$ cat config.mk
export PLATFORM = sky130hd
export DESIGN_NAME = sa_output_collector_flat
export DESIGN_NICKNAME = d
export VERILOG_FILES = /design/src/rtl/sa_pkg.sv /design/src/rtl/sa_output_collector_if.sv /design/src/rtl/sa_sync_fifo.sv /design/src/rtl/sa_output_collector.sv /design/src/flat_wrapper.sv
export SDC_FILE = /design/constraint.sdc
export NUM_CORES = 1
export LEC_CHECK = 0
export BUFFER_PORTS_ARGS = -buffer_cell sky130_fd_sc_hd__buf_2
export CAP_MARGIN = 20
export CORE_MARGIN = 2
export CORE_UTILIZATION = 55
export DETAILED_ROUTE_END_ITERATION = 10
export PLACE_DENSITY = 0.85
export SLEW_MARGIN = 10
export SYNTH_ARGS = -nofsm -noshare
export SYNTH_HDL_FRONTEND = slang
export SYNTH_HIERARCHICAL = 1
export SYNTH_SLANG_ARGS = --single-unit
$ cat constraint.sdc
create_clock -name clk -period 28.3 [get_ports clk]
set_input_delay 4.245 -clock clk [delete_from_list [all_inputs] [get_ports clk]]
set_output_delay 4.245 -clock clk [all_outputs]
set_load 0.05 [all_outputs]
$ cat src/rtl/sa_pkg.sv
// Shared systolic-array constants and small helpers.
// The output collector takes its default sizes from here, as do the other array blocks.
package sa_pkg;

    localparam int SA_DATAWIDTH  = 8;
    localparam int SA_ACC_W      = 4 * SA_DATAWIDTH;
    localparam int SA_N_ROWS     = 4;
    localparam int SA_N_COLS     = 4;
    localparam int SA_OUT_DEPTH  = 4;

    // Classification of one slice of deskewed column valids
    typedef enum logic [1:0] {
        ALIGN_IDLE = 2'd0,   // no column carries data
        ALIGN_PUSH = 2'd1,   // every column carries data: a complete row vector
        ALIGN_SKEW = 2'd2    // some, but not all, columns carry data
    } align_e;

    function automatic align_e align_classify(input logic all_valid, input logic any_valid);
        if (all_valid) begin
            return ALIGN_PUSH;
        end else if (any_valid) begin
            return ALIGN_SKEW;
        end
        return ALIGN_IDLE;
    endfunction

endpackage

$ cat src/rtl/sa_output_collector_if.sv
// Bus bundle between the systolic array bottom row, the output collector and its consumer.
// master = collector side, slave = the environment around it.
interface sa_output_collector_if
    import sa_pkg::*;
#(
    parameter int N_COLS = SA_N_COLS,
    parameter int ACC_W  = SA_ACC_W
);

    logic [N_COLS-1:0]       col_valid;
    logic [N_COLS*ACC_W-1:0] col_data;
    logic                    out_valid;
    logic                    out_ready;
    logic [N_COLS*ACC_W-1:0] out_data;
    logic                    almost_full;
    logic                    overflow;
    logic                    skew_err;

    modport master (
        input  col_valid,
        input  col_data,
        input  out_ready,
        output out_valid,
        output out_data,
        output almost_full,
        output overflow,
        output skew_err
    );

    modport slave (
        output col_valid,
        output col_data,
        output out_ready,
        input  out_valid,
        input  out_data,
        input  almost_full,
        input  overflow,
        input  skew_err
    );

endinterface

$ cat src/rtl/sa_sync_fifo.sv
// Small synchronous FIFO with show-ahead read and an occupancy count.
// A write while full is accepted only when a read frees a slot in the same cycle;
// otherwise it is refused and flagged on drop for one cycle.
module sa_sync_fifo
    import sa_pkg::*;
#(
    parameter int WIDTH = SA_N_COLS * SA_ACC_W,
    parameter int DEPTH = SA_OUT_DEPTH
) (
    input  logic                       clk,
    input  logic                       rst_n,
    input  logic                       clear,
    input  logic                       wr_en,
    input  logic [WIDTH-1:0]           wr_data,
    input  logic                       rd_en,
    output logic [WIDTH-1:0]           rd_data,
    output logic                       rd_valid,
    output logic [$clog2(DEPTH):0]     count,
    output logic                       drop
);

    localparam int AW = $clog2(DEPTH);
    localparam int CW = AW + 1;

    logic [WIDTH-1:0] mem_reg [DEPTH];
    logic [AW-1:0]    wr_ptr_reg;
    logic [AW-1:0]    rd_ptr_reg;
    logic [CW-1:0]    count_reg;

    logic full;
    logic empty;
    logic do_push;
    logic do_pop;

    assign full    = (count_reg == CW'(DEPTH));
    assign empty   = (count_reg == '0);
    assign do_pop  = rd_en && !empty;
    assign do_push = wr_en && (!full || do_pop);
    assign drop    = wr_en && full && !do_pop;

    // Storage is small and flop-based so the head word reads back as zero after reset
    assign rd_data  = mem_reg[rd_ptr_reg];
    assign rd_valid = !empty;
    assign count    = count_reg;

    // Pointer, count and storage update; pointers wrap naturally on the power-of-two depth
    always_ff @(posedge clk) begin
        if (!rst_n || clear) begin
            wr_ptr_reg <= '0;
            rd_ptr_reg <= '0;
            count_reg  <= '0;
            for (int i = 0; i < DEPTH; i++) begin
                mem_reg[i] <= '0;
            end
        end else begin
            if (do_push) begin
                mem_reg[wr_ptr_reg] <= wr_data;
                wr_ptr_reg          <= wr_ptr_reg + 1'b1;
            end
            if (do_pop) begin
                rd_ptr_reg <= rd_ptr_reg + 1'b1;
            end
            case ({do_push, do_pop})
                2'b10:   count_reg <= count_reg + 1'b1;
                2'b01:   count_reg <= count_reg - 1'b1;
                default: count_reg <= count_reg;
            endcase
        end
    end

endmodule

$ cat src/rtl/sa_output_collector.sv
// Systolic-array output collector: removes the diagonal skew of the bottom-row
// outputs, buffers complete row vectors and hands them out over valid/ready.
// Column j arrives j cycles after column 0, so it is delayed N_COLS-1-j cycles
// and all columns line up on the cycle column N_COLS-1 arrives.
module sa_output_collector
    import sa_pkg::*;
#(
    parameter int DATAWIDTH = SA_DATAWIDTH,
    parameter int N_COLS    = SA_N_COLS,
    parameter int DEPTH     = SA_OUT_DEPTH
) (
    input  logic                   clk,
    input  logic                   rst_n,
    input  logic                   clear,
    sa_output_collector_if.master  bus
);

    localparam int ACC_W = 4 * DATAWIDTH;
    localparam int VW    = N_COLS * ACC_W;
    localparam int CW    = $clog2(DEPTH) + 1;

    logic [N_COLS-1:0] aligned_valid;
    logic [VW-1:0]     aligned_data;
    align_e            align_state;
    logic              push_req;
    logic              fifo_drop;
    logic [CW-1:0]     fifo_count;
    logic              overflow_reg;
    logic              skew_err_reg;

    genvar gi;
    generate
        for (gi = 0; gi < N_COLS; gi++) begin : g_col
            localparam int STAGES = N_COLS - 1 - gi;
            if (STAGES == 0) begin : g_pass
                // Last column is the reference: no delay
                assign aligned_valid[gi]                = bus.col_valid[gi];
                assign aligned_data[gi*ACC_W +: ACC_W]  = bus.col_data[gi*ACC_W +: ACC_W];
            end else begin : g_dly
                logic [STAGES-1:0] v_sr_reg;
                logic [ACC_W-1:0]  d_sr_reg [STAGES];

                // Deskew shift register for this column; flushed by reset or clear
                always_ff @(posedge clk) begin
                    if (!rst_n || clear) begin
                        v_sr_reg <= '0;
                        for (int s = 0; s < STAGES; s++) begin
                            d_sr_reg[s] <= '0;
                        end
                    end else begin
                        v_sr_reg[0] <= bus.col_valid[gi];
                        d_sr_reg[0] <= bus.col_data[gi*ACC_W +: ACC_W];
                        for (int s = 1; s < STAGES; s++) begin
                            v_sr_reg[s] <= v_sr_reg[s-1];
                            d_sr_reg[s] <= d_sr_reg[s-1];
                        end
                    end
                end

                assign aligned_valid[gi]               = v_sr_reg[STAGES-1];
                assign aligned_data[gi*ACC_W +: ACC_W] = d_sr_reg[STAGES-1];
            end
        end
    endgenerate

    // The undelayed last column is still live during clear, so gate it here
    assign align_state = align_classify(&aligned_valid, |aligned_valid);
    assign push_req    = !clear && (align_state == ALIGN_PUSH);

    sa_sync_fifo #(
        .WIDTH (VW),
        .DEPTH (DEPTH)
    ) u_fifo (
        .clk      (clk),
        .rst_n    (rst_n),
        .clear    (clear),
        .wr_en    (push_req),
        .wr_data  (aligned_data),
        .rd_en    (bus.out_ready),
        .rd_data  (bus.out_data),
        .rd_valid (bus.out_valid),
        .count    (fifo_count),
        .drop     (fifo_drop)
    );

    // Derived purely from the registered count, so no input-to-output path
    assign bus.almost_full = (fifo_count >= CW'(DEPTH - 1));

    // Sticky error flags, cleared only by reset or clear
    always_ff @(posedge clk) begin
        if (!rst_n || clear) begin
            overflow_reg <= 1'b0;
            skew_err_reg <= 1'b0;
        end else begin
            if (fifo_drop) begin
                overflow_reg <= 1'b1;
            end
            if (align_state == ALIGN_SKEW) begin
                skew_err_reg <= 1'b1;
            end
        end
    end

    assign bus.overflow = overflow_reg;
    assign bus.skew_err = skew_err_reg;

endmodule

$ cat src/flat_wrapper.sv
// flat-port wrapper written by rule: the top's interface ports become plain ports
module sa_output_collector_flat import sa_pkg::*;
#(
    parameter int DATAWIDTH = SA_DATAWIDTH,
    parameter int N_COLS    = SA_N_COLS,
    parameter int DEPTH     = SA_OUT_DEPTH
)
  (clk, rst_n, clear, bus_col_valid, bus_col_data, bus_out_ready, bus_out_valid, bus_out_data, bus_almost_full, bus_overflow, bus_skew_err);
  sa_output_collector_if #(.N_COLS(N_COLS), .ACC_W((32))) bus_i ();
  input  logic clk;
  input  logic rst_n;
  input  logic clear;
  input wire logic [$bits(bus_i.col_valid)-1:0] bus_col_valid;
  input wire logic [$bits(bus_i.col_data)-1:0] bus_col_data;
  input wire logic [$bits(bus_i.out_ready)-1:0] bus_out_ready;
  output wire logic [$bits(bus_i.out_valid)-1:0] bus_out_valid;
  output wire logic [$bits(bus_i.out_data)-1:0] bus_out_data;
  output wire logic [$bits(bus_i.almost_full)-1:0] bus_almost_full;
  output wire logic [$bits(bus_i.overflow)-1:0] bus_overflow;
  output wire logic [$bits(bus_i.skew_err)-1:0] bus_skew_err;
  assign bus_i.col_valid = bus_col_valid;
  assign bus_i.col_data = bus_col_data;
  assign bus_i.out_ready = bus_out_ready;
  assign bus_out_valid = bus_i.out_valid;
  assign bus_out_data = bus_i.out_data;
  assign bus_almost_full = bus_i.almost_full;
  assign bus_overflow = bus_i.overflow;
  assign bus_skew_err = bus_i.skew_err;
  sa_output_collector #(.DATAWIDTH(DATAWIDTH), .N_COLS(N_COLS), .DEPTH(DEPTH)) u_core (.clk(clk), .rst_n(rst_n), .clear(clear), .bus(bus_i));
endmodule
==> results.yml <==
status:
  status: "finished, final reports clean"
clocking:
  insertion_delay_ns: 0.59
  post-cts-setup-buffers: 0
  clkTransAtPathRegs_ns: 0.06
  post_cts_resized: 0
  cts.path.max_buffers: 3
  cts_max_level: 3
  cts_tree: "done"
  cts_buffers: 71
  cts_sinks: 721
  hold_buffers: 0
  clock-root-buffer: "clkbuf_16"
timing:
  worst_slew_pin_slew_ns: 1.15
  period_minus_slack_ns: 7.59
  finClkSkew_ns: 0.0113
  setup_viol: 0
  fmax_ghz: 0.132
  hold_viol: 0
  maxSlewViolCount: 0
  fin_crit_sh_pct: 26.8
  relSlewSlack_pct: 23.2
  setup_tns_ns: 0
  rsz0062_at_grt: "no"
synthesis:
  ys_ff_latch: 721
  syn_avg_cell_area_um2: 16.1
  ys_types: 36
  ys.flop_type: "edfxtp_1"
  synth_edf_count: 512
  syn_area_um2: 27700
  synth-seq-area-share_pct: 70.6
  synth_fp_nets: 1859
  synth_cells: 1721
  async_reset_ff_share_pct: 0
  ys_warn_count: 6
detailed_routing:
  viasPerCell: 5.32
  wirelength_um: 55800
  drt-pass1-iter-count: 5
  wl_per_cell_um: 20.6
  detail-route-antenna-nets: 0
  drtIter0Drc: 1025
  vias: 14400
  drc_errors: 0
setup_path:
  worstPathMaxFanout: 45
  rr_worst_depth: 6
  crit_family: "buffers and inverters"
  path_cells: "buf_4 -> mux4_2 -> buf_2"
  reg2reg_slack_ns: 25.07
  critPathLaunchType: "flop"
  cp_slowest_cell: "dfxtp_4"
  slowest_delay_ns: 0.97
  rr_startpoint: "u_core/g_col[1].g_dly.v_sr_reg[1]"
  required_ns: 24.05
  cp.buffers_inverters: 2
  worstReg2RegEnd: "u_core/u_fifo/mem_reg[0][77]"
  arrival_ns: 3.34
  crit_path_end_kind: "output pin"
  crit_type: "reg2out"
job:
  cap_violations: 0
cells_and_area:
  largest_reg_flops: 512
  num-nets-final: 2114
  stdcell_area_um2: 32000
  regArea_um2: 19600
  multi_input_area_um2: 7750
  fillers: 3467
  drive_gt1_share_pct: 26.2
  syn_to_final_growth_pct: 15.4
global_routing:
  first_global_vias: 15500
  overflow: 0
  grt_pass1_wl_um: 86400
  antenna_found_initial: 6
  grt_usage_pct: 21.8
  grt_max_degree: 100
floorplan:
  initial_utilization_pct: 55.4
  num_rows: 82
  die_y_um: 228
  die_area_um2: 52200
  boundaryPins: 268
  core_um2: 50000
  die_x_um: 228
place:
  hpwl_um: 30600
  place_congestion: 0.750
  portBuffers: 267
  placed_area_um2: 29700
power:
  power.density_nw_per_um2: 67.9
  peakVddDrop_mv: 0.0471
  cellLeakagePower_nw: 12.7
worst_hold_path:
  hold-path-cell-count: 1
  hold_end: "u_core/g_col[0].g_dly.d_sr_reg[0][84]"
  hold_start: "u_core/g_col[0].g_dly.d_sr_reg[0][52]"
  min-delay-path-class: "reg2reg"
-- synthesized netlist by cell type (2+ instances only) --
library cell / count / area share [%]
a21oi_1: 4 / 0.072
nor2_1: 9 / 0.12
and2_1: 710 / 16
mux4_2: 128 / 10
or3_1: 3 / 0.068
buf_2: 21 / 0.38
clkbuf_1: 65 / 0.88
inv_1: 5 / 0.068
dfxtp_1: 209 / 15
nand2_1: 2 / 0.027
clkbuf_2: 21 / 0.38
nor2b_1: 3 / 0.068
xor2_1: 3 / 0.095
edfxtp_1: 512 / 55
o31ai_1: 2 / 0.054
o21ai_0: 4 / 0.072
-- stage by stage --
stage / utilization, % / instances / hold slack (ns) / worst slack (ns) / total power (W)
CTS: 63.9 / 2700 / 0.421 / 20.53 / 0.00219
floorplan: - / 1721 / 0.406 / 13.51 / 0.00126
detailed placement: 59.4 / 2574 / 0.410 / 21.05 / 0.00129
finish: 64.0 / 2707 / 0.422 / 20.71 / 0.00217
global route: 64.0 / 2707 / 0.434 / 20.38 / 0.00224
global placement: 59.4 / 2573 / 0.408 / 21.03 / 0.00128
-- final cells by class --
cell class,count,share of cell area [%]
diodes,6,0.0469
clock buffers,93,6.01
clock inverters,33,0.986
inverters,5,0.0587
multi-input cells,887,24.2
flip-flops and latches,721,61.2
well taps,672,2.63
repair buffers,290,4.84
-- power by group --
| part | internal, W | switching, W |
|---|---|---|
| sequential | 0.00116 | 0.0000110 |
| clock | 0.000533 | 0.000376 |
| combinational | 0.0000264 | 0.0000605 |
| total | 0.00172 | 0.000448 |
-- placed cells by master, fill, tap and decap left out, types with 4 or more instances in the layout --
master,Yosys,final
clkinv_1,0,9
clkbuf_1,65,18
inv_1,5,5
clkinv_2,0,14
diode_2,0,6
edfxtp_1,512,512
dfxtp_1,209,207
buf_4,0,21
nor2_1,9,9
buf_2,21,267
bufinv_16,0,6
a21oi_1,4,4
mux4_2,128,128
clkbuf_16,0,73
and2_1,710,710
-- routing by layer --
metal	global-route usage, %	vias to the layer above	share of wire [%]
li1	-	6615	-
met1	26.8	7258	39
met2	38.6	437	53
met3	3.80	87	5.4
met4	8.39	0	2.6
met5	0	-	0
-- how the worst max path moves through the flow --
stage | startpoint | to | cells past startpoint
after floorplan | bus_col_valid[3] | u_core/u_fifo/mem_reg[1][0] | 4
after global placement | bus_col_valid[3] | u_core/u_fifo/mem_reg[0][82] | 7
after detailed placement | bus_col_valid[3] | u_core/u_fifo/mem_reg[0][82] | 7
after CTS | flop | bus_out_data[35] | 3
after global routing | flop | bus_out_data[38] | 3
final | flop | bus_out_data[42] | 3
-- kinds of logic after synthesis --
| kind of cell | share of synthesized area, % |
|---|---|
| AND/OR/NAND/NOR | 16.7 |
| flip-flops | 70.6 |
| multiplexers | 10.4 |
| buffers and inverters | 1.72 |
| AO/OA/AOI/OAI | 0.343 |
| XOR/XNOR | 0.126 |
| adder cells (fa/ha/maj) | 0.117 |
Power figures use the tool's default switching activity.
